`config.mk`:
```
export PLATFORM = sky130hd
export DESIGN_NAME = otter_exec_unit
export DESIGN_NICKNAME = d
export VERILOG_FILES = /design/src/rtl/otter_pkg.sv /design/src/rtl/otter_alu.sv /design/src/rtl/otter_exec_unit.sv
export SDC_FILE = /design/constraint.sdc
export NUM_CORES = 1
export LEC_CHECK = 0
export ABC_CLOCK_PERIOD_IN_PS = 8000
export CORE_ASPECT_RATIO = 1.1
export CORE_UTILIZATION = 30
export DETAILED_ROUTE_END_ITERATION = 8
export PLACE_DENSITY = 0.68
export SYNTH_ARGS = -nofsm -noshare
export SYNTH_HDL_FRONTEND = slang
export SYNTH_HIERARCHICAL = 1
export SYNTH_SLANG_ARGS = --single-unit
```
`constraint.sdc`:
```
create_clock -name CLK -period 8 [get_ports CLK]
set_input_delay 2.4 -clock CLK [delete_from_list [all_inputs] [get_ports CLK]]
set_output_delay 2.4 -clock CLK [all_outputs]
set_load 0.01 [all_outputs]
```
`src/rtl/otter_pkg.sv`:
```
// -----------------------------------------------------------------------------
// otter_pkg
// Shared definitions for the OTTER RV32I execute stage:
//   - alu_fun_t : ALU operation encoding driven by the control decoder
//   - F3_*      : branch funct3 codes used by the optional branch-taken logic
//   - XLEN      : datapath width
// No ports (package).
// -----------------------------------------------------------------------------
package otter_pkg;

  localparam int XLEN = 32;

  // ALU operation codes; bit 3 selects the "alternate" form (sub / sra).
  typedef enum logic [3:0] {
    ALU_ADD  = 4'b0000,
    ALU_SLL  = 4'b0001,
    ALU_SLT  = 4'b0010,
    ALU_SLTU = 4'b0011,
    ALU_XOR  = 4'b0100,
    ALU_SRL  = 4'b0101,
    ALU_OR   = 4'b0110,
    ALU_AND  = 4'b0111,
    ALU_SUB  = 4'b1000,
    ALU_LUI  = 4'b1001,
    ALU_SRA  = 4'b1101
  } alu_fun_t;

  // Branch condition funct3 codes (010/011 are not branches).
  localparam logic [2:0] F3_BEQ  = 3'b000;
  localparam logic [2:0] F3_BNE  = 3'b001;
  localparam logic [2:0] F3_BLT  = 3'b100;
  localparam logic [2:0] F3_BGE  = 3'b101;
  localparam logic [2:0] F3_BLTU = 3'b110;
  localparam logic [2:0] F3_BGEU = 3'b111;

endpackage

```
`src/rtl/otter_alu.sv`:
```
// -----------------------------------------------------------------------------
// otter_alu
// Purely combinational RV32I ALU.
// Ports:
//   SRC_A   in  32  operand A (already forwarded / muxed)
//   SRC_B   in  32  operand B; shifts use SRC_B[4:0] only
//   ALU_FUN in   4  operation code (otter_pkg::alu_fun_t); unknown codes -> 0
//   RESULT  out 32  operation result, modulo 2^32, no flags
// -----------------------------------------------------------------------------
module otter_alu
  import otter_pkg::*;
(
  input  logic [31:0] SRC_A,
  input  logic [31:0] SRC_B,
  input  logic [3:0]  ALU_FUN,
  output logic [31:0] RESULT
);

  logic [4:0] shamt;

  assign shamt = SRC_B[4:0];

  always_comb begin
    // NOTE: default assigned first so every path drives RESULT and no latch is inferred.
    RESULT = '0;
    case (ALU_FUN)
      ALU_ADD:  RESULT = SRC_A + SRC_B;
      ALU_SUB:  RESULT = SRC_A - SRC_B;
      ALU_SLL:  RESULT = SRC_A << shamt;
      ALU_SLT:  RESULT = {31'b0, ($signed(SRC_A) < $signed(SRC_B))};
      ALU_SLTU: RESULT = {31'b0, (SRC_A < SRC_B)};
      ALU_XOR:  RESULT = SRC_A ^ SRC_B;
      ALU_SRL:  RESULT = SRC_A >> shamt;
      ALU_SRA:  RESULT = $unsigned($signed(SRC_A) >>> shamt);
      ALU_OR:   RESULT = SRC_A | SRC_B;
      ALU_AND:  RESULT = SRC_A & SRC_B;
      ALU_LUI:  RESULT = SRC_A;
      default:  RESULT = '0;
    endcase
  end

endmodule

```
`src/rtl/otter_exec_unit.sv`:
```
// -----------------------------------------------------------------------------
// otter_exec_unit
// OTTER RV32I execute stage: ALU, branch address generator (BAG), branch
// condition generator (BCG) and the EX/MEM result register.
// All address/compare outputs are combinational so PC-select logic can use
// them in the same cycle.
//
// Ports:
//   CLK, RST          clock; synchronous active-high reset
//   EN                pipeline advance (0 = stall, hold RESULT_Q/VALID_Q)
//   VALID             current op is a real, non-flushed instruction
//   SRC_A, SRC_B      ALU operands
//   ALU_FUN           ALU operation code
//   RS1, RS2          forwarded register values (compare operands, JALR base)
//   PC                PC of the instruction being resolved
//   I_TYPE, B_TYPE, J_TYPE  sign-extended immediates
//   RESULT            combinational ALU result
//   JAL, JALR, BRANCH combinational target addresses
//   BR_EQ, BR_LT, BR_LTU  combinational RS1/RS2 compares
//   RESULT_Q, VALID_Q registered RESULT / VALID
//
// Build option EXEC_BR_TAKEN_EN: adds input FUNCT3[2:0] and output BR_TAKEN,
// the VALID-qualified branch decision. Without it the control decoder resolves
// the branch from BR_EQ/BR_LT/BR_LTU.
// -----------------------------------------------------------------------------
module otter_exec_unit
  import otter_pkg::*;
(
  input  logic        CLK,
  input  logic        RST,
  input  logic        EN,
  input  logic        VALID,
  input  logic [31:0] SRC_A,
  input  logic [31:0] SRC_B,
  input  logic [3:0]  ALU_FUN,
  input  logic [31:0] RS1,
  input  logic [31:0] RS2,
  input  logic [31:0] PC,
  input  logic [31:0] I_TYPE,
  input  logic [31:0] B_TYPE,
  input  logic [31:0] J_TYPE,
`ifdef EXEC_BR_TAKEN_EN
  input  logic [2:0]  FUNCT3,
  output logic        BR_TAKEN,
`endif
  output logic [31:0] RESULT,
  output logic [31:0] JAL,
  output logic [31:0] JALR,
  output logic [31:0] BRANCH,
  output logic        BR_EQ,
  output logic        BR_LT,
  output logic        BR_LTU,
  output logic [31:0] RESULT_Q,
  output logic        VALID_Q
);

  // ---------------------------------------------------------------------------
  // ALU
  // ---------------------------------------------------------------------------
  otter_alu u_alu (
    .SRC_A   (SRC_A),
    .SRC_B   (SRC_B),
    .ALU_FUN (ALU_FUN),
    .RESULT  (RESULT)
  );

  // ---------------------------------------------------------------------------
  // Branch address generator
  // ---------------------------------------------------------------------------
  logic [31:0] jalr_sum;

  assign JAL      = PC + J_TYPE;
  assign BRANCH   = PC + B_TYPE;
  assign jalr_sum = RS1 + I_TYPE;
  // JALR target always clears bit 0.
  assign JALR     = {jalr_sum[31:1], 1'b0};

  // ---------------------------------------------------------------------------
  // Branch condition generator (RS1/RS2 only, never the ALU operands)
  // ---------------------------------------------------------------------------
  assign BR_EQ  = (RS1 == RS2);
  assign BR_LT  = ($signed(RS1) < $signed(RS2));
  assign BR_LTU = (RS1 < RS2);

`ifdef EXEC_BR_TAKEN_EN
  logic cond;

  always_comb begin
    cond = 1'b0;
    case (FUNCT3)
      F3_BEQ:  cond = BR_EQ;
      F3_BNE:  cond = ~BR_EQ;
      F3_BLT:  cond = BR_LT;
      F3_BGE:  cond = ~BR_LT;
      F3_BLTU: cond = BR_LTU;
      F3_BGEU: cond = ~BR_LTU;
      default: cond = 1'b0;
    endcase
  end

  assign BR_TAKEN = VALID & cond;
`endif

  // ---------------------------------------------------------------------------
  // EX/MEM result register: RST wins over EN, EN=0 holds.
  // ---------------------------------------------------------------------------
  logic [31:0] result_d, result_q;
  logic        valid_d,  valid_q;

  always_comb begin
    result_d = result_q;
    valid_d  = valid_q;
    if (RST) begin
      result_d = '0;
      valid_d  = 1'b0;
    end else if (EN) begin
      result_d = RESULT;
      valid_d  = VALID;
    end
  end

  // Reset is synchronous, so it is folded into result_d/valid_d above.
  always_ff @(posedge CLK) begin
    // NOTE: non-blocking assignments so every flop samples pre-edge values.
    result_q <= result_d;
    valid_q  <= valid_d;
  end

  assign RESULT_Q = result_q;
  assign VALID_Q  = valid_q;

endmodule

```
### Yosys cells after proc, flatten, opt, wreduce, memory -nomap -nowiden

Cells that the tools add are included.

| storage, ports and cells | value |
|---|---|
| register bits after elaboration | 33 |
| bits of input ports | 264 |
| logic and storage cells | 30 |

| operators by class | value |
|---|---|
| add/sub/neg operators | 5 |
| magnitude comparators | 4 |
| equal/unequal tests | 11 |
| shift-type cells | 3 |
| mux-type cells | 1 |
| bitwise gates (word level) | 3 |
| reduce and logical (&&, ||, !) cells | 1 |

Operators by type and width:

| operator | number |
|---|---|
| $pmux 32 s11 | 1 |
| $add 32x32->32 | 4 |
| $lt 32x32->1 | 4 |
| $and 32x32->32 | 1 |
| $eq 32x32->1 | 1 |
| $or 32x32->32 | 1 |
| $shl 32x5->32 | 1 |
| $shr 32x5->32 | 1 |
| $sshr 32x5->32 | 1 |
| $sub 32x32->32 | 1 |
| $xor 32x32->32 | 1 |
| $eq 4x3->1 const B | 4 |
| $eq 4x4->1 const B | 3 |
| $eq 4x2->1 const B | 2 |
| $eq 4x1->1 const B | 1 |
| $logic_not 4->1 | 1 |

### Depth between registers and ports, before layout

| logic depth | value |
|---|---|
| depth in word-level cells | 2 |
| mapped depth | 18 |

### Modules after synthesis

Netlist, hierarchy kept.

By module, submodules not included:

| module | instances | cells an instance | area an instance (µm²) | seq. area each (µm²) |
|---|---|---|---|---|
| otter_alu | 1 | 1328 | 8813.5 | 0.0 |
| otter_exec_unit | 1 | 880 | 6710.2 | 660.6 |

### Worst setup path after synthesis

Ideal clock, no wire load.

| path | value |
|---|---|
| kind | input -> output |
| from | in SRC_B[3] |
| to | out RESULT[27] |
| data arrival time | 6.002 ns |
| data required time | 5.600 ns |
| path slack | -0.402 ns |
| stages | 16 |
| path through | clkbuf_1 -> inv_1 -> clkbuf_1 -> buf_1 -> clkbuf_1 -> ha_1 -> clkbuf_1 -> o211ai_1 -> o21ai_1 -> o211ai_1 -> a21o_1 -> nand3_2 -> a31o_1 -> a31o_1 -> a2111o_1 -> a221o_1 |

| on the way | value |
|---|---|
| word-level cells in the longest chain between the ends | 2 |
| elaborated cells on any way between the ends | 6 |

Ends and longest elaborated chain:

| what | RTL line | source |
|---|---|---|
| start: declaration | otter_exec_unit.sv:34 | `input logic [31:0] SRC_B,` |
| $sub 32x32->32, or another cell as far along | otter_alu.sv:28 | `ALU_SUB: RESULT = SRC_A - SRC_B;` |
| $pmux 32 s11 * | otter_alu.sv:26 | `case (ALU_FUN)` |
| end: declaration | otter_exec_unit.sv:46 | `output logic [31:0] RESULT,` |

Mark *: on every way between the ends. The rest lies on a longest branch, timed or not.

### Final worst setup path

| path | value |
|---|---|
| from | in PC[0] |
| to | out BRANCH[22] |

| on the way | value |
|---|---|
| word-level cells in the longest chain between the ends | 1 |

Ends and longest elaborated chain:

| what | RTL line | source |
|---|---|---|
| start: declaration | otter_exec_unit.sv:38 | `input logic [31:0] PC,` |
| $add 32x32->32 | otter_exec_unit.sv:73 | `assign BRANCH = PC + B_TYPE;` |
| end: declaration | otter_exec_unit.sv:49 | `output logic [31:0] BRANCH,` |

Every way passes these cells.

==> impl_metrics.tcl <==
set metrics [dict create \
    grt_max_degree 90 \
    final_common_cell "buf_4" \
    grt_pass1_wl_um 128000 \
    synthToLayoutAreaGrowth_pct 62.2 \
    die_w_um 219 \
    place_area_um2 24200 \
    vias_per_cell 5.78 \
    clock_path_buffers 2 \
    ys_seq_area_frac 0.0426 \
    cp-end-kind "output pin" \
    io_pins 428 \
    grt_overflow 0 \
    maxClockFrequency_ghz 0.126 \
    skew_ns 0 \
    p_switching_mw 1.15 \
    power_density_nw_per_um2 98.3 \
    clkPwrFrac 0.082 \
    period_needed_ns 7.96 \
    drive_gt1_frac 0.257 \
    clkTransAtPathRegs_ns 0.05 \
    synth_seq_cells 33 \
    cpMostUsedCell "buf_4" \
    stdcell_count 3736 \
    setup_viol 0 \
    power_frac_seq 0.075 \
    synth_top_area_frac 0.178 \
    die_area_um2 52700 \
    grt_pass1_vias 21400 \
    cts_hold_buf 0 \
    via_count 21600 \
    fp-row-count 87 \
    crit_arrival_ns 5.56 \
    drc 0 \
    gp_congestion 1.03 \
    syn_inst 2208 \
    firstDrtPassIters 7 \
    htreeDepth 2 \
    path_cells "clkdlybuf4s50_1 -> ha_2 -> fa_2 -> a211oi_1 -> o21bai_1 -> a31oi_1 -> buf_4 -> o41ai_2 -> buf_4 -> a211oi_1 -> buf_4 -> o21ai_0 -> a21oi_1 -> xnor2_1 -> buf_2" \
    synthArstFlopShare 0 \
    cts_sinks 33 \
    clockRootBuffer "clkbuf_16" \
    initial_core_util 0.303 \
    critPathTopFamily "compound AO/OA/AOI/OAI gates" \
    die_h_um 241 \
    synth_fp_nets 2698 \
    worst_pin_slew_ns 1.25 \
    fin_area_um2 25200 \
    cpPeakStageDelay_ns 0.46 \
    combPwrFrac 0.842 \
    synth_area_leader_cell "ha_1" \
    core_um2 51200 \
    synthDistinctLibCells 107 \
    yosys-top-cells-area "ha_1, a21oi_1, mux2i_1" \
    wl_um 87600 \
    irDropWorstVdd_mv 0.171 \
    clkLatencyLatePin_ns 0.28 \
    final_hold_viol_count 0 \
    layout_common_cells "buf_4, clkdlybuf4s50_1, nor2_1" \
    cp-start-kind "input pin" \
    cts_buffers 5 \
    slowest_stage "clkdlybuf4s50_1" \
    p_leak_nw 11.6 \
    dp_cells 3704 \
    io_buffers 426 \
    cts_tree "done" \
    hp-class "flip-flop to flip-flop" \
    wl_per_cell_um 23.5 \
    crit_required_ns 5.60 \
    path_max_fanout 4 \
    path_buf_inv 5 \
    slew_headroom 0.164 \
    nets 3557 \
    place_hpwl_um 73300 \
    antenna_found_initial 4 \
    syn_area_um2 15500 \
    ant_nets 0 \
    synth_area_per_cell_um2 7.03 \
    synth_ff_type "dfxtp_1" \
    status "completed" \
    cell_internal_pwr_mw 1.33 \
    drv_cap 0 \
    holdWs_ns 0.490 \
    yosys_warnings 6 \
    fin_crit_sh 0.995 \
    maxSlewViolCount 0 \
    rsz0062_at_grt "true" \
    p_sw_frac 0.463 \
    synth_edf_count 0 \
    critPathKind "input pin to output pin" \
    drtIter0Drc 1857 \
    grt.total_usage 0.317 \
]
-- final timing paths --
check	start	to	slack [ns]	depth (start not counted)
min	RESULT_Q[25]	RESULT_Q[25]	0.49	2
max reg2reg	RESULT_Q[23]	RESULT_Q[23]	7.27	2
max	PC[0]	BRANCH[22]	0.04	15
min reg2reg	RESULT_Q[25]	RESULT_Q[25]	0.49	2
-- logic make-up after synthesis --
logic type | after synthesis | synth area share
compound gates | 822 | 0.362
simple gates | 631 | 0.191
buf+inv | 281 | 0.0717
fa+ha+maj | 226 | 0.185
mux | 128 | 0.0993
xor+xnor | 86 | 0.0485
flops | 33 | 0.0426
other cells | 1 | 0.000242
-- cells in the mapped netlist, types with 7 or more instances --
| cell | n |
|---|---|
| a221oi_1 | 29 |
| mux2i_1 | 91 |
| o211ai_1 | 36 |
| mux2_2 | 17 |
| xor2_1 | 25 |
| a22oi_1 | 9 |
| ha_1 | 221 |
| o21ai_0 | 150 |
| a211oi_1 | 41 |
| dfxtp_1 | 33 |
| o21bai_1 | 27 |
| a21oi_1 | 206 |
| o221a_2 | 7 |
| nand3_1 | 51 |
| nand4_1 | 25 |
| nor2b_1 | 28 |
| o221ai_1 | 11 |
| or3_1 | 9 |
| and2_1 | 16 |
| a211o_1 | 10 |
| clkbuf_1 | 80 |
| buf_2 | 21 |
| o31ai_1 | 13 |
| or2_2 | 9 |
| a21boi_0 | 10 |
| o2111ai_1 | 9 |
| xnor2_1 | 61 |
| mux4_2 | 19 |
| a221o_1 | 11 |
| a31oi_1 | 21 |
| nand2b_1 | 17 |
| nor2_1 | 237 |
| buf_1 | 20 |
| o22ai_1 | 24 |
| nor4_1 | 9 |
| and3_1 | 18 |
| nand2_1 | 144 |
| inv_1 | 147 |
| a222oi_1 | 12 |
| o21a_1 | 17 |
| nor3_1 | 35 |
| a21o_1 | 90 |
-- layout make-up --
type | instances | area [um^2]
Antenna cell | 1 | 2.50
Clock buffer | 7 | 153
Clock inverter | 1 | 5.00
Fill cell | 5108 | 26000
Inverter | 152 | 571
Multi-Input combinational cell | 1894 | 14500
Sequential cell | 33 | 661
Tap cell | 667 | 835
Timing Repair Buffer | 981 | 8480
-- worst register-to-register path, delay by kind of cell, from the launching register on --
| kind | cells | cell delay, ns |
|---|---|---|
| AND/OR/NAND/NOR | 1 | 0.06 |
| multiplexers | 1 | 0.19 |
| flip-flops | 1 | 0.33 |
-- sequential cells by signal (all words and copies together), names as in the netlist --
signal,flops
VALID_Q,1
RESULT_Q,32
-- power groups by stage --
| stage | sequential (mW) | clock, mW | combinational (mW) |
|---|---|---|---|
| 2_1_floorplan | 0.195 | 0 | 0.910 |
| 3_3_place_gp | 0.189 | 0 | 1.98 |
| 6_report | 0.186 | 0.204 | 2.08 |
| 4_1_cts | 0.186 | 0.210 | 2.02 |
| 3_5_place_dp | 0.189 | 0 | 1.99 |
| 5_1_grt | 0.188 | 0.215 | 2.21 |
-- per-stage QoR --
step           utilization  worst slack (ns)  TNS, ns  power (mW)
5_1_grt              0.492           -0.0608   -0.122        2.61
2_1_floorplan            -           -0.0679  -0.0679        1.11
3_5_place_dp         0.473            -0.728   -19.00        2.18
6_report             0.492            0.0431        0        2.47
3_3_place_gp         0.473            -0.754   -18.28        2.17
4_1_cts              0.485           -0.0144  -0.0144        2.42
-- what timing repair did --
action | in CTS | in global routing
buffers inserted | 15 | 9
pin swaps | 53 | 40
setup endpoints to repair | 59 | 51
gates resized for setup | 198 | 87
-- routing by layer --
| layer | part of all wire | GRT usage | vias up |
|---|---|---|---|
| met3 | 0.074 | 0.0393 | 232 |
| met1 | 0.40 | 0.384 | 10300 |
| met2 | 0.46 | 0.546 | 1047 |
| met5 | 0.00043 | 0 | - |
| met4 | 0.058 | 0.166 | 6 |
| li1 | - | - | 9982 |
Note: power is estimated with default switching activity, not from simulation.
